<file path="config.mk">
export PLATFORM = sky130hd
export DESIGN_NAME = msc_addr_seq_flat
export DESIGN_NICKNAME = d
export VERILOG_FILES = /design/src/rtl/msc_addr_seq_if.sv /design/src/rtl/msc_addr_seq.sv /design/src/flat_wrapper.sv
export SDC_FILE = /design/constraint.sdc
export NUM_CORES = 1
export LEC_CHECK = 0
export CORE_AREA = 2 2 109 58
export DETAILED_ROUTE_END_ITERATION = 6
export DIE_AREA = 0 0 111 60
export SETUP_SLACK_MARGIN = 0.2
export SYNTH_ARGS = -nofsm -noshare
export SYNTH_HDL_FRONTEND = slang
export SYNTH_SLANG_ARGS = --single-unit
</file>
<file path="constraint.sdc">
create_clock -name sysclk -period 1.7 [get_ports sysclk]
set_input_delay 0.255 -clock sysclk [delete_from_list [all_inputs] [get_ports sysclk]]
set_output_delay 0.255 -clock sysclk [all_outputs]
set_load 0.02 [all_outputs]
</file>
<file path="src/rtl/msc_addr_seq_if.sv">
// Control, status and ROM bus bundle for msc_addr_seq.
interface msc_addr_seq_if #(
    parameter int MSC_N = 4,
    parameter int AW    = 10,
    parameter int QW    = 6,
    parameter int VW    = 10
);
    logic [MSC_N-1:0] start;
    logic             stop;
    logic             pause;
    logic             loop_en;
    logic [VW-1:0]    volume_in;
    logic [QW-1:0]    q;
    logic [AW-1:0]    addr;
    logic             rom_clock;
    logic [QW-1:0]    note_out;
    logic [VW-1:0]    volume_out;
    logic             tran_vld;
    logic             tran_end;
    logic             busy;

    modport slave (
        input  start, stop, pause, loop_en, volume_in, q,
        output addr, rom_clock, note_out, volume_out, tran_vld, tran_end, busy
    );
    modport master (
        output start, stop, pause, loop_en, volume_in, q,
        input  addr, rom_clock, note_out, volume_out, tran_vld, tran_end, busy
    );
endinterface

</file>
<file path="src/rtl/msc_addr_seq.sv">
// Music ROM address sequencer: walks a song segment note by note, HOLD cycles per note.
// Define MSC_LOOP_EN to let loop_en replay a song when it ends.
module msc_addr_seq #(
    parameter int MSC_N  = 4,
    parameter int AW     = 10,
    parameter int SEG_AW = 8,
    parameter int QW     = 6,
    parameter int VW     = 10,
    parameter int HOLD   = 50
) (
    input logic           sysclk,
    input logic           rst_n,
    msc_addr_seq_if.slave bus
);
    localparam int SW = (MSC_N > 1) ? $clog2(MSC_N) : 1;
    localparam int CW = $clog2(HOLD);

    localparam logic [2:0] IDLE  = 3'd0;
    localparam logic [2:0] FETCH = 3'd1;
    localparam logic [2:0] WAIT  = 3'd2;
    localparam logic [2:0] PLAY  = 3'd3;
    localparam logic [2:0] PAUSE = 3'd4;
    localparam logic [2:0] DONE  = 3'd5;

    logic [2:0]    state, nxt;
    logic [AW-1:0] addr_r, nxt_addr;
    logic [CW-1:0] cnt, nxt_cnt;
    logic [SW-1:0] song, nxt_song, req_k;
    logic [QW-1:0] note_r, nxt_note;
    logic          vld_nxt, end_nxt, loop_now;
    logic          rom_clk_r, vld_r, end_r, busy_r;
    logic [VW-1:0] vol_r;

    function automatic logic [AW-1:0] base_of(input logic [SW-1:0] k);
        return AW'(k) << SEG_AW;
    endfunction

`ifdef MSC_LOOP_EN
    assign loop_now = bus.loop_en;
`else
    logic unused_loop_en;
    assign unused_loop_en = bus.loop_en;
    assign loop_now       = 1'b0;
`endif

    // lowest set request bit wins
    always_comb begin
        req_k = '0;
        for (int i = MSC_N - 1; i >= 0; i--)
            if (bus.start[i]) req_k = SW'(i);
    end

    always_comb begin
        nxt      = state;
        nxt_addr = addr_r;
        nxt_cnt  = cnt;
        nxt_song = song;
        nxt_note = note_r;
        vld_nxt  = 1'b0;
        end_nxt  = 1'b0;
        case (state)
            IDLE:  nxt = IDLE;
            FETCH: nxt = WAIT;
            WAIT: begin
                if (bus.q == '0) begin
                    nxt = DONE;
                end else begin
                    nxt      = PLAY;
                    nxt_note = bus.q;
                    vld_nxt  = 1'b1;
                    nxt_cnt  = '0;
                end
            end
            PLAY: begin
                // the cycle that sees pause still counts, so a pause of N cycles stretches the note by N
                if (cnt == CW'(HOLD - 1)) begin
                    if (&addr_r[SEG_AW-1:0]) begin
                        nxt = DONE;
                    end else begin
                        nxt      = FETCH;
                        nxt_addr = addr_r + 1'b1;
                    end
                end else begin
                    nxt_cnt = cnt + 1'b1;
                    if (bus.pause) nxt = PAUSE;
                end
            end
            PAUSE: if (!bus.pause) nxt = PLAY;
            DONE: begin
                if (loop_now) begin
                    nxt      = FETCH;
                    nxt_addr = base_of(song);
                end else begin
                    nxt     = IDLE;
                    end_nxt = 1'b1;
                end
            end
            default: nxt = IDLE;
        endcase
        if (|bus.start) begin
            nxt      = FETCH;
            nxt_addr = base_of(req_k);
            nxt_song = req_k;
            nxt_note = note_r;
            vld_nxt  = 1'b0;
            end_nxt  = 1'b0;
        end
        if (bus.stop) begin
            nxt      = IDLE;
            nxt_note = note_r;
            vld_nxt  = 1'b0;
            end_nxt  = 1'b0;
        end
    end

    always_ff @(posedge sysclk or negedge rst_n) begin
        if (!rst_n) begin
            state     <= IDLE;
            addr_r    <= '0;
            cnt       <= '0;
            song      <= '0;
            note_r    <= '0;
            rom_clk_r <= 1'b0;
            vld_r     <= 1'b0;
            end_r     <= 1'b0;
            busy_r    <= 1'b0;
            vol_r     <= '0;
        end else begin
            state     <= nxt;
            addr_r    <= nxt_addr;
            cnt       <= nxt_cnt;
            song      <= nxt_song;
            note_r    <= nxt_note;
            rom_clk_r <= (nxt == FETCH);
            vld_r     <= vld_nxt;
            end_r     <= end_nxt;
            busy_r    <= (nxt != IDLE);
            vol_r     <= (nxt == PLAY) ? bus.volume_in : '0;
        end
    end

    assign bus.addr       = addr_r;
    assign bus.rom_clock  = rom_clk_r;
    assign bus.note_out   = note_r;
    assign bus.volume_out = vol_r;
    assign bus.tran_vld   = vld_r;
    assign bus.tran_end   = end_r;
    assign bus.busy       = busy_r;
endmodule
</file>
<file path="src/flat_wrapper.sv">
// flat-port wrapper written by rule: the top's interface ports become plain ports
module msc_addr_seq_flat 
#(
    parameter int MSC_N  = 4,
    parameter int AW     = 10,
    parameter int SEG_AW = 8,
    parameter int QW     = 6,
    parameter int VW     = 10,
    parameter int HOLD   = 50
)
  (sysclk, rst_n, bus_start, bus_stop, bus_pause, bus_loop_en, bus_volume_in, bus_q, bus_addr, bus_rom_clock, bus_note_out, bus_volume_out, bus_tran_vld, bus_tran_end, bus_busy);
  msc_addr_seq_if #(.MSC_N(MSC_N), .AW(AW), .QW(QW), .VW(VW)) bus_i ();
  input logic sysclk;
  input logic rst_n;
  input wire logic [$bits(bus_i.start)-1:0] bus_start;
  input wire logic [$bits(bus_i.stop)-1:0] bus_stop;
  input wire logic [$bits(bus_i.pause)-1:0] bus_pause;
  input wire logic [$bits(bus_i.loop_en)-1:0] bus_loop_en;
  input wire logic [$bits(bus_i.volume_in)-1:0] bus_volume_in;
  input wire logic [$bits(bus_i.q)-1:0] bus_q;
  output wire logic [$bits(bus_i.addr)-1:0] bus_addr;
  output wire logic [$bits(bus_i.rom_clock)-1:0] bus_rom_clock;
  output wire logic [$bits(bus_i.note_out)-1:0] bus_note_out;
  output wire logic [$bits(bus_i.volume_out)-1:0] bus_volume_out;
  output wire logic [$bits(bus_i.tran_vld)-1:0] bus_tran_vld;
  output wire logic [$bits(bus_i.tran_end)-1:0] bus_tran_end;
  output wire logic [$bits(bus_i.busy)-1:0] bus_busy;
  assign bus_i.start = bus_start;
  assign bus_i.stop = bus_stop;
  assign bus_i.pause = bus_pause;
  assign bus_i.loop_en = bus_loop_en;
  assign bus_i.volume_in = bus_volume_in;
  assign bus_i.q = bus_q;
  assign bus_addr = bus_i.addr;
  assign bus_rom_clock = bus_i.rom_clock;
  assign bus_note_out = bus_i.note_out;
  assign bus_volume_out = bus_i.volume_out;
  assign bus_tran_vld = bus_i.tran_vld;
  assign bus_tran_end = bus_i.tran_end;
  assign bus_busy = bus_i.busy;
  msc_addr_seq #(.MSC_N(MSC_N), .AW(AW), .SEG_AW(SEG_AW), .QW(QW), .VW(VW), .HOLD(HOLD)) u_core (.sysclk(sysclk), .rst_n(rst_n), .bus(bus_i));
endmodule
</file>
## After elaboration in Yosys (flattened, before gate mapping)

Index checks and enable logic that the tools add are counted.

| cells by class | value |
|---|---|
| $add $sub $neg | 2 |
| eq/ne operators | 11 |
| mux-type cells | 27 |
| bitwise logic cells | 3 |
| reduce and logical (&&, ||, !) cells | 10 |

Operators by type and width:

| kind | number |
|---|---|
| 2-to-1 mux 10 bit | 5 |
| 2-to-1 mux 3 bit | 7 |
| 2-to-1 mux 6 bit | 2 |
| case mux 3 bit (4 select lines) | 1 |
| case mux 6 bit (2 select lines) | 1 |
| adder 10 x 1 -> 10 bit, second input constant | 1 |
| == test 3 x 2 -> 1 bit, second input constant | 3 |
| 2-to-1 mux 2 bit | 4 |
| AND reduction 8 bit | 1 |
| 2-to-1 mux 1 bit | 7 |
| adder 6 x 1 -> 6 bit, second input constant | 1 |
| == test 3 x 1 -> 1 bit, second input constant | 2 |
| == test 3 bit, second input constant | 2 |
| == test 6 bit, second input constant | 1 |
| zero test 6 bit | 1 |
| != test 2 bit, second input constant | 3 |
| AND reduction 3 bit | 2 |
| nonzero test 2 bit | 3 |
| AND reduction 4 bit | 1 |
| OR reduction 4 bit | 1 |
| NOT 1 bit | 3 |
| nonzero test 3 bit | 1 |

| word-level totals | value |
|---|---|
| flip-flop bits (word level) | 39 |
| output and inout bits | 30 |

## Longest topological paths before layout

Gate-level depths: netlist of the first run.

| logic depth | value |
|---|---|
| depth in word-level cells | 8 |
| mapped depth | 8 |

## Least setup slack after synthesis of the first run

OpenSTA, ideal clock, no wires.

| timing path | value |
|---|---|
| path type | register -> register |
| start point | register u_core.cnt[1] |
| end point | register u_core.addr_r[4] (netlist: u_core.bus.addr[4]) |
| arrival | 1.636 ns |
| required time | 1.623 ns |
| path slack | -0.014 ns |
| stages on the path, launching flop included | 8 |
| path buffers | 0 |
| period minus slack after synthesis | 1.714 ns |
| cell sequence | dfrtp_1 inv_1 ha_1 nand4b_4 nor3_4 nand3_1 or3_1 a21oi_1 |

| between the ends | value |
|---|---|
| longest elaborated chain between the ends | 3 |

Ends and longest elaborated chain:

| element | RTL line | text |
|---|---|---|
| start, declared | msc_addr_seq.sv:27 | `logic [CW-1:0] cnt, nxt_cnt;` |
| start signal, assigned | msc_addr_seq.sv:131 | `cnt <= nxt_cnt;` |
| == test 6 bit | msc_addr_seq.sv:76 | `if (cnt == CW'(HOLD - 1)) begin` |
| nonzero test 2 bit (no line) | -- |  |
| AND reduction 3 bit (no line) | -- |  |
| end signal, assigned | msc_addr_seq.sv:130 | `addr_r <= nxt_addr;` |
| end, declared | msc_addr_seq.sv:26 | `logic [AW-1:0] addr_r, nxt_addr;` |

No other way between the ends.
A chain may end at the register's enable or synchronous reset.

## Worst setup path in the final report of the first run

| timing path | value |
|---|---|
| start point | register u_core.cnt[0] |
| end point | register u_core.vol_r[7] (netlist: u_core.bus.volume_out[7]) |

| between the ends | value |
|---|---|
| longest elaborated chain between the ends | 7 |

Ends and longest elaborated chain:

| element | RTL line | text |
|---|---|---|
| == test 6 bit | msc_addr_seq.sv:76 |  |
| 2-to-1 mux 3 bit | msc_addr_seq.sv:76 |  |
| case mux 3 bit (4 select lines) | msc_addr_seq.sv:61 | `case (state)` |
| 2-to-1 mux 3 bit | msc_addr_seq.sv:100 | `if (\|bus.start) begin` |
| 2-to-1 mux 3 bit | msc_addr_seq.sv:108 | `if (bus.stop) begin` |
| == test 3 x 2 -> 1 bit | msc_addr_seq.sv:138 | `vol_r <= (nxt == PLAY) ? bus.volume_in : '0;` |
| 2-to-1 mux 10 bit | msc_addr_seq.sv:138 |  |
| end signal, assigned | msc_addr_seq.sv:138 |  |
| end, declared | msc_addr_seq.sv:32 | `logic [VW-1:0] vol_r;` |

No other way between the ends.

==> impl_metrics.tcl, run 1 <==
set metrics [dict create \
    p_per_area_mw_per_mm2 706 \
    cts_tree "yes" \
    yosysUniqueCellTypes 44 \
    viasPerCell 4.72 \
    worstPathRequired_ns 1.89 \
    arrival_ns 1.95 \
    grt_overflow 0 \
    reg2reg_depth 8 \
    setup_viol 8 \
    drt-total-wl_um 5200 \
    drv_cap 0 \
    hold_class "input port to flip-flop" \
    rsz0062_at_grt "yes" \
    timing.fmax_mhz 569 \
    tns_ns -0.338 \
    dieArea_mm2 0.00666 \
    grt_util_all_layers 0.165 \
    leakage_nw 1.68 \
    grt_pass1_wl_um 8570 \
    cts.sinks 39 \
    diodes 0 \
    cts-root-buf "clkbuf_16" \
    clk_latency_ns 0.28 \
    tightest_slew_ns 0.335 \
    die_h_um 60 \
    rows 20 \
    ioPinCount 55 \
    crit_type "flip-flop to flip-flop" \
    finalCriticalPeriod_ns 1.76 \
    drive_gt1_frac 0.361 \
    syn_area_mm2 0.00196 \
    vias 1670 \
    ys_warn_count 0 \
    core_mm2 0.00578 \
    place.gp.congestion 0.871 \
    crit_chain "ha_4 -> nand4b_4 -> o21bai_4 -> a211o_1 -> a21o_4 -> buf_6 -> buf_12 -> nor3_4" \
    initial_core_util 0.339 \
    violations "negative setup slack" \
    portBuffers 53 \
    critical_path.top_delay_family "compound AO/OA/AOI/OAI gates" \
    firstDrtPassIters 4 \
    path_buf_inv 2 \
    synthArstFlopShare 1.00 \
    drc 0 \
    final_hold_viol_count 0 \
    timing.rr.end "u_core.bus.volume_out[7]$_DFF_PN0_" \
    total_power_mw 2.27 \
    crit_path_max_incr_delay_ns 0.41 \
    netlist_instances 181 \
    fp.dieW_um 111 \
    hold_depth 3 \
    ys_seq_elements 39 \
    status "complete, but fails checks" \
    ys.flop_type "dfrtp_1" \
    postSynthAreaPerCell_um2 10.8 \
    whs_endpoint "u_core.bus.addr[8]$_DFFE_PN0P_" \
    postLayoutSetupSlackWorst_ns -0.0589 \
    cts_htree_levels 2 \
    slew_headroom 0.777 \
    grt_pass1_vias 1690 \
    grt_max_degree 17 \
    ant_nets 0 \
    drtIter0Drc 60 \
    worstHoldStart "bus_start[0]" \
    finalNetCount 304 \
    synth_nets 209 \
    ys_seq_area_frac 0.499 \
    report.final.slew_viol_count 0 \
    wl_per_cell_um 14.7 \
    post-route-period-util 1.03 \
    syn_to_final_growth_pct 64.1 \
    skew_ns 0.00923 \
    start_kind "flip-flop" \
    cp-end-kind "flip-flop" \
    cp_max_fo 6 \
    numCtsBuffers 5 \
    dp_hpwl_um 3540 \
    antenna_found_initial 0 \
    vdd_ir_drop_max_v 0.000628 \
    r2r-start "u_core.cnt[0]$_DFFE_PN0P_" \
    clkSlewWorstSetupHoldPaths_ns 0.06 \
    r2r_slack_ns -0.06 \
    cts_buffer_depth 2 \
    cp_slowest_cell "dfrtp_1" \
    synth-edff-count 0 \
]
## report_power, final
part	switching [mW]	internal [mW]	total, mW
Combinational	0.151	0.129	0.280
Clock	0.364	0.624	0.988
Sequential	0.0466	0.952	0.999
## metal layers
metal | up-vias | wire length, µm | track usage
met5 | - | 0 | 0
met4 | 0 | 0 | 0.0107
met3 | 0 | 347 | 0.0507
met2 | 49 | 2130 | 0.252
met1 | 793 | 2720 | 0.244
li1 | 828 | - | -
## cells in the mapped netlist, drive strengths merged, types with 3 or more instances
library cell | number | area, µm²
a21o | 3 | 22.5
a21oi | 4 | 20.0
a22o | 5 | 43.8
buf | 5 | 52.6
dfrtp | 39 | 976
ha | 3 | 37.5
inv | 16 | 60.1
mux2 | 6 | 67.6
nand2 | 10 | 37.5
nand3 | 7 | 52.6
nand4 | 7 | 43.8
nor2 | 17 | 71.3
nor3 | 14 | 126
o21ai | 10 | 50.0
xor2 | 6 | 52.6
## area by class of cell
cell class              count  area [µm²]
clock buffers               7         153
clock inverters             1        7.51
fillers                   519        2570
inverters                  16        60.1
multi-input cells         122        1050
flip-flops and latches     39         983
well taps                  77        96.3
repair buffers             92         858
## metrics by stage
step	hold slack [ns]	utilization	setup WS (ns)	cell area, µm²	std cells
3_3_place_gp	0.122	0.482	-0.358	2790	337
6_report	0.249	0.556	-0.0589	3210	354
2_1_floorplan	-0.0406	-	0.0701	1970	181
4_1_cts	0.245	0.530	-0.0278	3070	354
3_5_place_dp	0.126	0.482	-0.420	2790	337
5_1_grt	0.253	0.556	-0.128	3210	354
## sequential cells by signal (all words and copies together), names as in the netlist
name,count
u_core.bus.addr,10
u_core.bus.busy,1
u_core.bus.note_out,6
u_core.bus.rom_clock,1
u_core.bus.tran_end,1
u_core.bus.tran_vld,1
u_core.bus.volume_out,10
u_core.cnt,6
u_core.state,3
## what timing repair did
item	4_1_cts	5_1_grt
cloned	2	0
endpoints found under the setup margin	49	46
buffers inserted	6	0
endpoints found under the hold margin	8	0
hold buffers	1	0
pin swaps	9	10
gates resized for setup	44	38
## placed cells by master (no fill, tap or decap), types with 3 or more instances in the layout
master / n
dlygate4sd2_1: 15
nand2_1: 8
dlymetal6s2s_1: 11
buf_4: 33
dfrtp_1: 33
a22o_1: 5
nor2_1: 14
nor3_4: 7
xor2_1: 6
clkbuf_16: 5
o21ai_0: 6
o21ai_1: 3
nand4_1: 7
clkdlybuf4s50_1: 22
nand3_1: 4
nor3_2: 5
buf_2: 4
dfrtp_2: 6
nor2_4: 3
buf_6: 3
mux2_2: 5
inv_1: 14
## how the worst max path moves through the flow
stage | start | to | slack (ns) | cells past startpoint
floorplan | u_core.cnt[0]$_DFFE_PN0P_ | u_core.bus.volume_out[1]$_DFF_PN0_ | 0.07 | 7
global placement | bus_start[1] | u_core.bus.volume_out[9]$_DFF_PN0_ | -0.36 | 7
detailed placement | bus_start[1] | u_core.bus.volume_out[9]$_DFF_PN0_ | -0.42 | 7
CTS | u_core.cnt[1]$_DFFE_PN0P_ | u_core.bus.volume_out[4]$_DFF_PN0_ | -0.03 | 9
global route | u_core.cnt[1]$_DFFE_PN0P_ | u_core.bus.addr[4]$_DFFE_PN0P_ | -0.13 | 8
finish | u_core.cnt[0]$_DFFE_PN0P_ | u_core.bus.volume_out[7]$_DFF_PN0_ | -0.06 | 8
## worst min-delay path: stages
cell	delay, ns
buf_2	0.09
buf_4	0.10
nor2_1	0.03
## cells by family (layout without fill, tap and decap cells)
logic type / after synthesis / count (layout) / synth area share
AND/OR/NAND/NOR: 75 / 76 / 0.252
multiplexers: 7 / 7 / 0.0396
AO/OA/AOI/OAI: 28 / 28 / 0.0972
flip-flops: 39 / 39 / 0.499
buffers and inverters: 21 / 116 / 0.0575
XOR/XNOR: 8 / 8 / 0.0358
adder cells (fa/ha/maj): 3 / 3 / 0.0192
(Power assumes the default switching activity.)
==> run 2: changes to the inputs <==
--- a/config.mk
+++ b/config.mk
@@ -9,6 +9,7 @@
 export DETAILED_ROUTE_END_ITERATION = 6
 export DIE_AREA = 0 0 111 60
 export SETUP_SLACK_MARGIN = 0.2
+export SLEW_MARGIN = 5
 export SYNTH_ARGS = -nofsm -noshare
 export SYNTH_HDL_FRONTEND = slang
 export SYNTH_SLANG_ARGS = --single-unit
==> results of run 2 <==
The final DEF is identical to that of run 1; final timing and power are the same.
==> run 3: changes to the inputs <==
--- a/config.mk
+++ b/config.mk
@@ -5,10 +5,9 @@
 export SDC_FILE = /design/constraint.sdc
 export NUM_CORES = 1
 export LEC_CHECK = 0
-export CORE_AREA = 2 2 109 58
+export CORE_AREA = 2 2 78 80
 export DETAILED_ROUTE_END_ITERATION = 6
-export DIE_AREA = 0 0 111 60
-export SETUP_SLACK_MARGIN = 0.2
+export DIE_AREA = 0 0 80 82
 export SLEW_MARGIN = 5
 export SYNTH_ARGS = -nofsm -noshare
 export SYNTH_HDL_FRONTEND = slang
==> run 3 against run 2 <==
Compared with the run above: the run now ends clean; worst hold slack got worse by 0.23 ns; total power decreased by 9.9%; sequential share of layout area increased by 2.4 points; first-iteration DRC count increased by 88%; combinational power decreased by 8.2%; worst setup slack improved by 0.075 ns; register-to-register slack improved by 0.09 ns; critical path type is now input port to flip-flop.
==> impl_metrics.tcl, run 3 (synthesis gave the netlist of run 1 again) <==
set metrics [dict create \
    cts.sinks 39 \
    finalCriticalPeriod_ns 1.68 \
    cts-root-buf "clkbuf_8" \
    critical_path.top_delay_family "simple AND/OR/NAND/NOR gates" \
    core_mm2 0.00575 \
    utilization 0.515 \
    grt_util_all_layers 0.139 \
    grt_pass1_wl_um 6970 \
    rows 28 \
    cp-end-kind "flip-flop" \
    firstDrtPassIters 4 \
    fillerInstances 546 \
    cts_htree_levels 2 \
    start_kind "input port" \
    p_per_area_mw_per_mm2 690 \
    tightest_slew_ns 0.496 \
    dp_hpwl_um 3210 \
    vias 1646 \
    final_hold_viol_count 0 \
    report.final.slew_viol_count 0 \
    initial_core_util 0.341 \
    antenna_found_initial 0 \
    setup_viol 0 \
    cts_tree "yes" \
    fp.dieW_um 80 \
    multiInputGateArea_um2 943 \
    seq_area_um2 976 \
    place.gp.congestion 0.789 \
    syn_to_final_growth_pct 51.2 \
    post-route-period-util 0.991 \
    drv_cap 0 \
    timing.fmax_mhz 594 \
    wl_per_cell_um 12.9 \
    vdd_ir_drop_max_v 0.000502 \
    dpl_worst_slack_ns -0.381 \
    clkSlewWorstSetupHoldPaths_ns 0.08 \
    rsz0062_at_grt "yes" \
    clk_latency_ns 0.29 \
    timing.hold.ws_ns 0.0197 \
    hold_class "input port to asynchronous set/reset pin" \
    ant_nets 0 \
    cp_slowest_cell "or4_4" \
    ioPinCount 55 \
    dieArea_mm2 0.00656 \
    numCtsBuffers 5 \
    skew_ns 0.00718 \
    cp_max_fo 8 \
    arrival_ns 1.89 \
    viasPerCell 4.78 \
    drt-total-wl_um 4450 \
    diodes 0 \
    drc 0 \
    finalNetCount 296 \
    status "finished clean" \
    final_cell_mix "49 x clkdlybuf4s50_1, 39 x dfrtp_1, 30 x buf_4" \
    portBuffers 53 \
    layout_commonest_cell "clkdlybuf4s50_1" \
    postLayoutSetupSlackWorst_ns 0.0160 \
    worstPathRequired_ns 1.91 \
    ctsHoldBuffers 0 \
    crit_chain "clkdlybuf4s50_1 -> or4_4 -> nor2_4 -> nand2_2 -> a21o_1 -> buf_12 -> nor3_2" \
    crit_type "input port to flip-flop" \
    slew_headroom 0.670 \
    drive_gt1_frac 0.268 \
    crit_path_max_incr_delay_ns 0.46 \
    leakage_nw 1.34 \
    drtIter0Drc 113 \
    grt_overflow 0 \
    tns_ns 0 \
    path_buf_inv 2 \
    grt_max_degree 40 \
    cts_buffer_depth 2 \
    die_h_um 82 \
    grt_pass1_vias 1498 \
]
-- run 3: final cells by class --
class / instances / share of cell area
clock buffers: 6 / 0.0279
clock inverters: 2 / 0.0118
inverters: 16 / 0.0203
multi-input cells: 122 / 0.319
flip-flops and latches: 39 / 0.330
well taps: 75 / 0.0317
repair buffers: 84 / 0.259
-- run 3: final timing paths --
kind / startpoint / to / slack, ns / cells past startpoint
min in group sysclk: bus_start[0] / u_core.bus.addr[9]$_DFFE_PN0P_ / 0.36 / 3
max in group asynchronous: rst_n / u_core.bus.rom_clock$_DFF_PN0_ / 1.34 / 2
hold reg to reg: u_core.bus.note_out[2]$_DFFE_PN0P_ / u_core.bus.note_out[2]$_DFFE_PN0P_ / 0.51 / 1
setup reg to reg: u_core.cnt[0]$_DFFE_PN0P_ / u_core.bus.volume_out[9]$_DFF_PN0_ / 0.03 / 7
hold / removal: rst_n / u_core.bus.addr[3]$_DFFE_PN0P_ / 0.02 / 2
setup / recovery: bus_start[1] / u_core.bus.volume_out[9]$_DFF_PN0_ / 0.02 / 7
-- run 3: per-stage QoR --
step,instance area [µm²],std cells,power [mW]
6_report,2960,344,2.04
5_1_grt,2960,344,2.13
4_1_cts,2900,341,2.05
3_5_place_dp,2750,333,1.25
3_3_place_gp,2750,333,1.24
2_1_floorplan,1960,181,1.11
-- run 3: routing by layer --
layer,global-route usage,vias up,wire [µm]
li1,-,805,-
met1,0.175,788,1900
met2,0.221,44,2220
met3,0.0407,9,247
met4,0.0627,0,80
met5,0,-,0
-- run 3: where the power goes --
part           total [mW]  internal, mW  leakage [nW]  switching (mW)
Clock               0.797         0.475        0.0612           0.322
Combinational       0.257         0.127         0.749           0.130
Sequential          0.987         0.951         0.529          0.0366
Total                2.04          1.55          1.34           0.489
-- run 3: repair_timing --
action                                  4_1_cts  5_1_grt
pin swaps                                     7        4
hold endpoints to repair                      0        0
resized for setup                             9        8
cloned                                        0        1
endpoints found under the setup margin       20       22
setup buffers                                 0        2
-- run 3: worst reg2reg max path, stage by stage, from the launching register on --
cell	delay, ns
dfrtp_1	0.39
ha_2	0.20
nand4b_4	0.14
o21bai_4	0.07
a211o_1	0.27
a21o_1	0.23
buf_12	0.16
nor3_2	0.14
